File: src/rtl/seg7_pattern_decoder.sv
// seg7_pattern_decoder
//   Decodes a snapshot of DIGITS active-low 7-segment patterns back into a
//   hex word. One digit is decoded per clock. Any pattern outside the 16-glyph
//   set is flagged. The result leaves through a valid/ready handshake.
//
//   Optional build macro: SEG7_DEC_BLANK_EN
//     When defined, the all-off pattern 1111111 is legal. It decodes to
//     nibble 0 and sets blank_mask[idx].
//     When undefined, that pattern is invalid and blank_mask is tied to 0.
//
// Ports
//   clk        in   system clock, rising edge
//   rst        in   synchronous active-high reset
//   start      in   request a decode of seg_in (accepted only when busy=0)
//   seg_in     in   7*DIGITS packed patterns, digit k at [7k+6:7k], bit6=a .. bit0=g
//   busy       out  high from start acceptance until the result handshake completes
//   out_valid  out  result available
//   out_ready  in   consumer accepts the result
//   value      out  decoded word, digit k at nibble [4k+3:4k]
//   err        out  at least one digit held an invalid pattern
//   err_digit  out  index of the lowest-numbered invalid digit (0 if err=0)
//   blank_mask out  per-digit blank flag (optional feature)
module seg7_pattern_decoder #(
  parameter int DIGITS = 8,
  localparam int IDX_W = (DIGITS > 1) ? $clog2(DIGITS) : 1
) (
  input  logic                  clk,
  input  logic                  rst,
  input  logic                  start,
  input  logic [7*DIGITS-1:0]   seg_in,
  output logic                  busy,
  output logic                  out_valid,
  input  logic                  out_ready,
  output logic [4*DIGITS-1:0]   value,
  output logic                  err,
  output logic [IDX_W-1:0]      err_digit,
  output logic [DIGITS-1:0]     blank_mask
);

  typedef enum logic [1:0] {IDLE, SCAN, DONE} state_t;

  state_t              state;
  logic [7*DIGITS-1:0] snap;
  logic [IDX_W-1:0]    idx;
  logic [6:0]          cur_seg;

  assign cur_seg = snap[7*idx +: 7];

  // Nibble for a pattern. Unknown and blank patterns map to 0.
  function automatic logic [3:0] seg_nibble(input logic [6:0] seg);
    case (seg)
      7'b1001111: seg_nibble = 4'h1;
      7'b0010010: seg_nibble = 4'h2;
      7'b0000110: seg_nibble = 4'h3;
      7'b1001100: seg_nibble = 4'h4;
      7'b0100100: seg_nibble = 4'h5;
      7'b0100000: seg_nibble = 4'h6;
      7'b0001111: seg_nibble = 4'h7;
      7'b0000000: seg_nibble = 4'h8;
      7'b0001100: seg_nibble = 4'h9;
      7'b0001000: seg_nibble = 4'hA;
      7'b1100000: seg_nibble = 4'hB;
      7'b0110001: seg_nibble = 4'hC;
      7'b1000010: seg_nibble = 4'hD;
      7'b0110000: seg_nibble = 4'hE;
      7'b0111000: seg_nibble = 4'hF;
      default:    seg_nibble = 4'h0;
    endcase
  endfunction

  function automatic logic seg_legal(input logic [6:0] seg);
    case (seg)
      7'b0000001, 7'b1001111, 7'b0010010, 7'b0000110,
      7'b1001100, 7'b0100100, 7'b0100000, 7'b0001111,
      7'b0000000, 7'b0001100, 7'b0001000, 7'b1100000,
      7'b0110001, 7'b1000010, 7'b0110000, 7'b0111000: seg_legal = 1'b1;
`ifdef SEG7_DEC_BLANK_EN
      7'b1111111:                                     seg_legal = 1'b1;
`endif
      default:                                        seg_legal = 1'b0;
    endcase
  endfunction

`ifdef SEG7_DEC_BLANK_EN
  function automatic logic seg_blank(input logic [6:0] seg);
    seg_blank = (seg == 7'b1111111);
  endfunction
`else
  assign blank_mask = '0;
`endif

  always_ff @(posedge clk) begin
    if (rst) begin
      state     <= IDLE;
      busy      <= 1'b0;
      out_valid <= 1'b0;
      value     <= '0;
      err       <= 1'b0;
      err_digit <= '0;
      idx       <= '0;
`ifdef SEG7_DEC_BLANK_EN
      blank_mask <= '0;
`endif
    end else begin
      case (state)
        // IDLE: capture the input word so later seg_in changes are ignored
        IDLE: begin
          if (start) begin
            snap      <= seg_in;
            value     <= '0;
            err       <= 1'b0;
            err_digit <= '0;
            idx       <= '0;
            busy      <= 1'b1;
            state     <= SCAN;
`ifdef SEG7_DEC_BLANK_EN
            blank_mask <= '0;
`endif
          end
        end
        // SCAN: one digit per cycle; err_digit latches only the first bad digit
        SCAN: begin
          value[4*idx +: 4] <= seg_nibble(cur_seg);
          if (!seg_legal(cur_seg)) begin
            err <= 1'b1;
            if (!err) err_digit <= idx;
          end
`ifdef SEG7_DEC_BLANK_EN
          if (seg_blank(cur_seg)) blank_mask[idx] <= 1'b1;
`endif
          if (idx == IDX_W'(DIGITS - 1)) begin
            state     <= DONE;
            out_valid <= 1'b1;
          end else begin
            idx <= idx + 1'b1;
          end
        end
        // DONE: hold the result until the consumer takes it
        DONE: begin
          if (out_ready) begin
            state     <= IDLE;
            busy      <= 1'b0;
            out_valid <= 1'b0;
          end
        end
        default: state <= IDLE;
      endcase
    end
  end

endmodule

File: config.mk
export PLATFORM = sky130hd
export DESIGN_NAME = seg7_pattern_decoder
export DESIGN_NICKNAME = d
export VERILOG_FILES = /design/src/rtl/seg7_pattern_decoder.sv
export SDC_FILE = /design/constraint.sdc
export NUM_CORES = 1
export LEC_CHECK = 0
export CAP_MARGIN = 10
export CORE_MARGIN = 8
export CORE_UTILIZATION = 40
export CTS_CLUSTER_SIZE = 16
export DETAILED_ROUTE_END_ITERATION = 8
export DONT_BUFFER_PORTS = 1
export HOLD_SLACK_MARGIN = 0.12
export SLEW_MARGIN = 20
export SYNTH_ARGS = -nofsm -noshare
export SYNTH_HDL_FRONTEND = slang
export SYNTH_SLANG_ARGS = --single-unit
File: constraint.sdc
create_clock -name clk -period 5.4 [get_ports clk]
set_clock_uncertainty 0.05 [all_clocks]
set_input_delay 1.08 -clock clk [delete_from_list [all_inputs] [get_ports clk]]
set_output_delay 1.08 -clock clk [all_outputs]
set_load 0.02 [all_outputs]
### Word level (Yosys, flattened, before mapping)

Index checks and enable logic that the tools add are counted.

* $add $sub $neg: 2
* multiply operators: 1
* equal/unequal tests: 24
* shift-type cells: 3
* multiplexer cells: 27
* bitwise operators: 1
* reductions and logical operators: 14

Operator list (number)
* $pmux W32 S2: 1
* $pmux W4 S15: 1
* $shiftx A56 B7 Y7: 1
* $eq A7 B6 Y1 const B: 5
* $neg A5 Y34: 1
* $shift A4 B34 Y32 const A: 1
* $shiftx A4 B34 Y32: 1
* $bwmux W32: 1
* $mux W32: 1
* $eq A7 B7 Y1 const B: 4
* $eq A7 B4 Y1 const B: 3
* $reduce_and A3 Y1: 6
* $reduce_or A16 Y1: 1
* $mux W3: 4
* $ne A2 B2 Y1 const B: 6
* $pmux W3 S2: 2
* $mux W1: 8
* $mux W4: 2
* $eq A7 B1 Y1 const B: 1
* $eq A7 B3 Y1 const B: 1
* $eq A7 B5 Y1 const B: 1
* $logic_not A7 Y1: 1
* $mul A3 B3 Y6 const A: 1
* $mux W2: 3
* other kinds (11): 15

* flip-flop bits (word level): 99
* bits of input ports: 60
* output and inout bits: 46
* logic and storage cells: 80

### Depth between registers and ports, before layout

Gate-level depths: netlist of run 1.

* depth in word-level cells: 9
* gate-level depth with buffers: 11
* gate-level depth less buffers: 8

### Least setup slack after synthesis of run 1

Ideal clock, no wire load.

* kind: input port to flip-flop
* from: in start
* to: reg snap[0], enable pin
* library setup time: 0.470 ns
* data arrival time: 4.086 ns
* required time: 4.880 ns
* setup slack: 0.794 ns
* stages: 5
* path buffers: 2
* cells stage by stage: nor2b_1 > nand2b_1 > clkbuf_1 > clkbuf_1 > nor2_1

* longest elaborated chain between the ends: 1

RTL lines
* start, declared: line 29 `input logic start,`
* $reduce_and A3 Y1 (no line)
* end signal, assigned: line 109 `snap <= seg_in;`
* end, declared: line 43 `logic [7*DIGITS-1:0] snap;`

No other way between the ends.
A chain may end at the register's enable or synchronous reset.

### Worst setup path in the final report of run 1

* from: reg idx[0]
* to: reg value[10]

* longest elaborated chain between the ends: 9
* elaborated cells on any way between the ends: 25
* classes of those cells: add/sub (1); mul (1); eq/ne (14); shift (3); mux (5); reduce/logical (1)

RTL lines
* start, declared: line 44 `logic [IDX_W-1:0] idx;`
* start signal, assigned: line 135 `idx <= idx + 1'b1;`
* $mul A3 B3 Y6: line 47 `assign cur_seg = snap[7*idx +: 7];`
* $shiftx A56 B7 Y7: line 47
* $eq A7 B6 Y1 (tied with other cells): line 51 `case (seg)`
* $pmux W4 S15: line 51
* $mux W4: line 105 `case (state)`
* $mux W4: line 93 `if (rst) begin`
* $shiftx A4 B34 Y32: line 123 `value[4*idx +: 4] <= seg_nibble(cur_seg);`
* $bwmux W32 (*): line 123
* $pmux W32 S2 (*): line 105
* end signal, assigned by index: line 123
* end, declared: line 34 `output logic [4*DIGITS-1:0] value,`

Every way passes the cells marked *; elsewhere a longest branch is shown, timed or not. The select of a mux whose other input is x is not followed.

==> flow_summary.ini, run 1 <==
[status]
status = completed

[routing]
drtAntennaViolNets = 0
vias = 2635
drt_iter0_drc = 192
viasPerCell = 5.49
drt_wl_total_mm = 9.11
drt_pre_antenna_iters = 4
drc = 0
wl_per_cell_um = 19.0

[clocking]
cts_buffers = 9
ctsHoldBuffers = 0
clock_latency_ns = 0.38
cts_resized = 0
cts_max_level = 3
cts_tree = done
cts_root_buf = clkbuf_8
clkTransAtPathRegs_ns = 0.10
post_cts_buffers = 0
clockBufferDepth = 2
cts_sinks = 99

[timing]
fmax_mhz = 280
maxSlewViolCount = 0
grt_setup_unrepaired = no
slew_headroom_pct = 37.0
fin_crit_ns = 3.57
setup_viol = 0
setup_tns_ns = 0
finalCritPeriodShare_pct = 66.2
worst_pin_slew_ns = 0.919
hold_viol_final = 0

[worst_hold_path]
hold_path_class = reg -> reg

[setup_path]
critPathBufInv = 1
crit_type = reg -> reg
max_stage_delay_ns = 0.66
crit_family = multiplexers
worst_ep_required_time_ns = 5.63
slowest_stage = mux2i_1
cp-start-kind = flip-flop
arrival_ns = 3.80
end_kind = flip-flop
worstPathMaxFanout = 14
cp_cell_sequence = buf_4 -> mux4_1 -> mux2i_1 -> or4_4 -> o32ai_1 -> a211oi_2 -> mux2_2 -> nor2_1

[final_layout]
finalNonFillerCells = 480
drive_gt1_share_pct = 13.2
fill_cells = 1029
num_antenna_cells = 0
syn2layout_area_growth_pct = 6.53
nNetsFinal = 399

[place]
port-buffer-count = 0
globalplace.congestion = 0.795
hpwl_mm = 6.68
placed_cells = 464

[synth]
synth.avg_cell_area_sq_um = 12.9
synth_edf_count = 56
synth.most_common_cell = edfxtp_1
ys_seq_area_share_pct = 58.5
yosys_warnings = 0
post_synth_instance_area_sq_mm = 0.00435
synth_top_area_share_pct = 38.7
yosys.area.top_type = edfxtp_1
ys.flop_type = edfxtp_1
synth_common_cells = edfxtp_1, dfxtp_1, nor2_1
synth_top_cells_by_area = edfxtp_1, dfxtp_1, mux4_1
async_flop_share_pct = 0
synthCells = 337
ys_types = 54
yosys_register_bits = 99

[global_routing]
grt.total_usage_pct = 12.9
overflow = 0
first_global_vias = 2589
grt_pass1_wl_mm = 14.3
grt_start_max_net_pins = 35
antenna_found_initial = 0

[power]
total_leakage_power_nw = 1.53
p_total_mw = 1.41
power_density_mw_per_mm2 = 305
peakVddDrop_uv = 197

[floorplanning]
die_h_um = 120
die_area_sq_mm = 0.0145
initial_core_util_pct = 40.5
ioPinCount = 106
core_area_sq_mm = 0.0107
die_width_um = 120
rows = 38

[job]
drv_cap = 0
-- flip-flops by register name (all words and copies together), names as in the netlist --
name and cells:
busy 1, err_digit 3, state 2, value 32
out_valid 1, err 1, snap 56, idx 3
-- layout make-up --
class,instances,area (sq um),area share (%)
inverters,5,18.8,0.405
well taps,140,175,3.78
repair buffers,3,22.5,0.486
clock buffers,12,135,2.92
multi-input cells,217,1690,36.4
clock inverters,4,50.0,1.08
flip-flops and latches,99,2540,54.9
-- worst register-to-register path, stage by stage (launching register included) --
cell and delay, ns:
dfxtp_1 0.63, buf_4 0.34, mux4_1 0.58, mux2i_1 0.66, or4_4 0.27, o32ai_1 0.09, a211oi_2 0.54, mux2_2 0.27
nor2_1 0.04
-- metrics by stage --
| step | hold WS [ns] | util [%] | cell area (sq um) | setup slack (ns) |
|---|---|---|---|---|
| 2_1_floorplan | 0.427 | - | 4370 | 0.794 |
| 3_3_place_gp | 0.471 | 41.3 | 4440 | 1.89 |
| 3_5_place_dp | 0.476 | 41.3 | 4440 | 1.85 |
| 4_1_cts | 0.490 | 43.0 | 4620 | 1.81 |
| 5_1_grt | 0.526 | 43.1 | 4630 | 1.50 |
| 6_report | 0.489 | 43.1 | 4630 | 1.83 |
-- cells by family (layout without fill, tap and decap cells) --
group,after synthesis,after routing,share of synthesized area [%]
adder cells (fa/ha/maj),4,4,1.15
flip-flops,99,99,58.5
AND/OR/NAND/NOR,106,106,12.9
other,1,8,0.0863
multiplexers,35,35,13.5
AO/OA/AOI/OAI,62,62,9.82
buffers and inverters,28,24,3.63
XOR/XNOR,2,2,0.403
-- per-layer routing --
layer  vias up  share of wire, %  global-route usage (%)
li1       1257                 -                       -
met1      1258                42                    15.0
met2       105                45                    19.4
met3        15                11                    6.48
met4         0               1.9                    6.09
met5         -                 0                       0
-- cell usage in the layout (no fill, tap or decap), types with 3 or more instances in the layout --
cell,n
nor3b_1,3
conb_1,8
mux2_2,7
dfxtp_1,43
nand4_1,5
a21oi_1,14
mux2i_1,10
clkbuf_8,9
edfxtp_1,56
clkbuf_1,3
nor2b_1,5
nand2_1,21
mux4_1,7
nor3_1,7
inv_1,5
o21a_1,5
nand2b_1,5
nand3b_1,5
nand3_1,15
nor2_1,25
buf_4,3
ha_1,4
o21ai_0,7
o21bai_1,4
a22o_1,8
mux4_2,7
o21ai_1,8
-- power breakdown --
| part | internal (mW) | switching [mW] | leakage [nW] | total, mW |
|---|---|---|---|---|
| Combinational | 0.0452 | 0.0745 | 0.578 | 0.120 |
| Sequential | 0.820 | 0.0130 | 0.867 | 0.833 |
| Clock | 0.215 | 0.243 | 0.0886 | 0.457 |
-- worst paths after layout --
check                 startpoint                        end  slack (ns)  depth (start not counted)
max          idx[0]$_SDFFE_PP0P_     value[10]$_SDFFE_PP0P_        1.83                          8
min          idx[2]$_SDFFE_PP0P_  err_digit[2]$_SDFFE_PP0P_        0.49                          2
max reg2reg  idx[0]$_SDFFE_PP0P_     value[10]$_SDFFE_PP0P_        1.83                          8
min reg2reg  idx[2]$_SDFFE_PP0P_  err_digit[2]$_SDFFE_PP0P_        0.49                          2
Power figures use the tool's default switching activity.
==> run 2, diff against run 1 <==
- clock period: 5.4 -> 3.13 ns (I/O delays scaled with it)
==> flow_summary.ini, run 2 (synthesis results as in run 1) <==
[status]
status = completed

[timing]
fin_crit_ns = 2.94
hold_viol_final = 0
finalCritPeriodShare_pct = 93.8
worst_slack_ns = 0.194
setup_tns_ns = 0
slew_headroom_pct = 46.5
hold_ws_ns = 0.254
maxSlewViolCount = 0
setup_viol = 0
worst_pin_slew_ns = 0.801
fmax_mhz = 341
grt_setup_unrepaired = no

[place]
placed_cells = 472
port-buffer-count = 0
globalplace.congestion = 0.888
hpwl_mm = 6.75
preCtsSetupSlack_ns = 0.209

[setup_path]
critPathBufInv = 1
cp_cell_sequence = buf_12 -> mux4_1 -> mux2_2 -> or4_4 -> a21o_1 -> o21ai_4 -> nand4b_4 -> mux2i_1
slowest_stage = mux4_1
max_stage_delay_ns = 0.57
worstPathMaxFanout = 14
cp-start-kind = flip-flop
worst_ep_required_time_ns = 3.39
end_kind = flip-flop
crit_family = multiplexers
crit_type = reg -> reg
arrival_ns = 3.20

[clocking]
cts_max_level = 3
clkTransAtPathRegs_ns = 0.10
cts_buffers = 9
clock_latency_ns = 0.37
ctsHoldBuffers = 0
clockBufferDepth = 2
cts_tree = done
cts_sinks = 99
cts_root_buf = clkbuf_8

[final_layout]
drive_gt1_share_pct = 16.7
final_common_cell = edfxtp_1
nNetsFinal = 407
syn2layout_area_growth_pct = 8.26
finalNonFillerCells = 488
top_register = snap
num_antenna_cells = 0
final_cell_mix = edfxtp_1, dfxtp_1, nor2_1, nand2_1, nand3_1
reg.largest.list = snap (56), value (32)
largest_reg_flops = 56

[job]
drv_cap = 0

[floorplanning]
ioPinCount = 106
die_area_sq_mm = 0.0145
initial_core_util_pct = 40.5
rows = 38
die_h_um = 120
core_area_sq_mm = 0.0107
die_width_um = 120

[global_routing]
overflow = 0
grt_pass1_wl_mm = 14.5
grt_start_max_net_pins = 57
antenna_found_initial = 0
first_global_vias = 2716
grt.total_usage_pct = 12.9

[power]
total_leakage_power_nw = 1.58
peakVddDrop_uv = 385
p_total_mw = 2.41
power_density_mw_per_mm2 = 513

[routing]
viasPerCell = 5.53
drt_pre_antenna_iters = 4
drt_wl_total_mm = 9.12
drt_iter0_drc = 167
drtAntennaViolNets = 0
wl_per_cell_um = 18.7
vias = 2698
drc = 0

[worst_hold_path]
hold_path_class = in -> reg
## run 2: cell types whose count changed in the layout (fill, tap and decap cells not counted), sizes merged
cell and delta:
bufinv -1, inv +2, clkinv +2, clkbuf -3
buf +8
## run 2: layout make-up
class,count,area (sq um)
clock buffers,9,124
flip-flops and latches,99,2540
multi-input cells,217,1690
clock inverters,7,58.8
repair buffers,11,95.1
well taps,140,175
inverters,5,18.8
fillers,1028,6040
## run 2: timing repair
item / CTS / global route
buffers inserted: 0 / 0
setup endpoints to repair: 0 / 4
resized for setup: 0 / 2
## run 2: final timing paths
kind	start	to	slack, ns	cells after the start
worst max-delay path	idx[0]$_SDFFE_PP0P_	err_digit[1]$_SDFFE_PP0P_	0.19	8
worst min-delay path	rst	busy$_SDFFE_PP0P_	0.25	1
worst max register to register	idx[0]$_SDFFE_PP0P_	err_digit[1]$_SDFFE_PP0P_	0.19	8
worst min register to register	idx[2]$_SDFFE_PP0P_	err_digit[2]$_SDFFE_PP0P_	0.49	2
## run 2: worst reg2reg max path, stage by stage, from the launching register on
cell	delay, ns
dfxtp_1	0.39
buf_12	0.18
mux4_1	0.58
mux2_2	0.35
or4_4	0.54
a21o_1	0.25
o21ai_4	0.14
nand4b_4	0.22
mux2i_1	0.19
## run 2: metrics by stage
stage / util (%) / area, sq um
6_report: 43.8 / 4710
5_1_grt: 43.8 / 4710
4_1_cts: 43.7 / 4690
3_5_place_dp: 42.0 / 4510
3_3_place_gp: 42.0 / 4510
2_1_floorplan: - / 4380
## run 2: report_power, final
| part | switching, mW | total [mW] | leakage (nW) | internal, mW |
|---|---|---|---|---|
| Combinational | 0.134 | 0.221 | 0.618 | 0.0865 |
| Sequential | 0.0183 | 1.43 | 0.867 | 1.42 |
| Clock | 0.457 | 0.758 | 0.0921 | 0.301 |
| Total | 0.610 | 2.41 | 1.58 | 1.80 |
## run 2: metal layers
layer  GRT usage [%]  part of all wire (%)
met2            19.7                    45
met1            14.9                    42
met5               0                     0
met3            6.71                    11
met4            5.93                   1.6
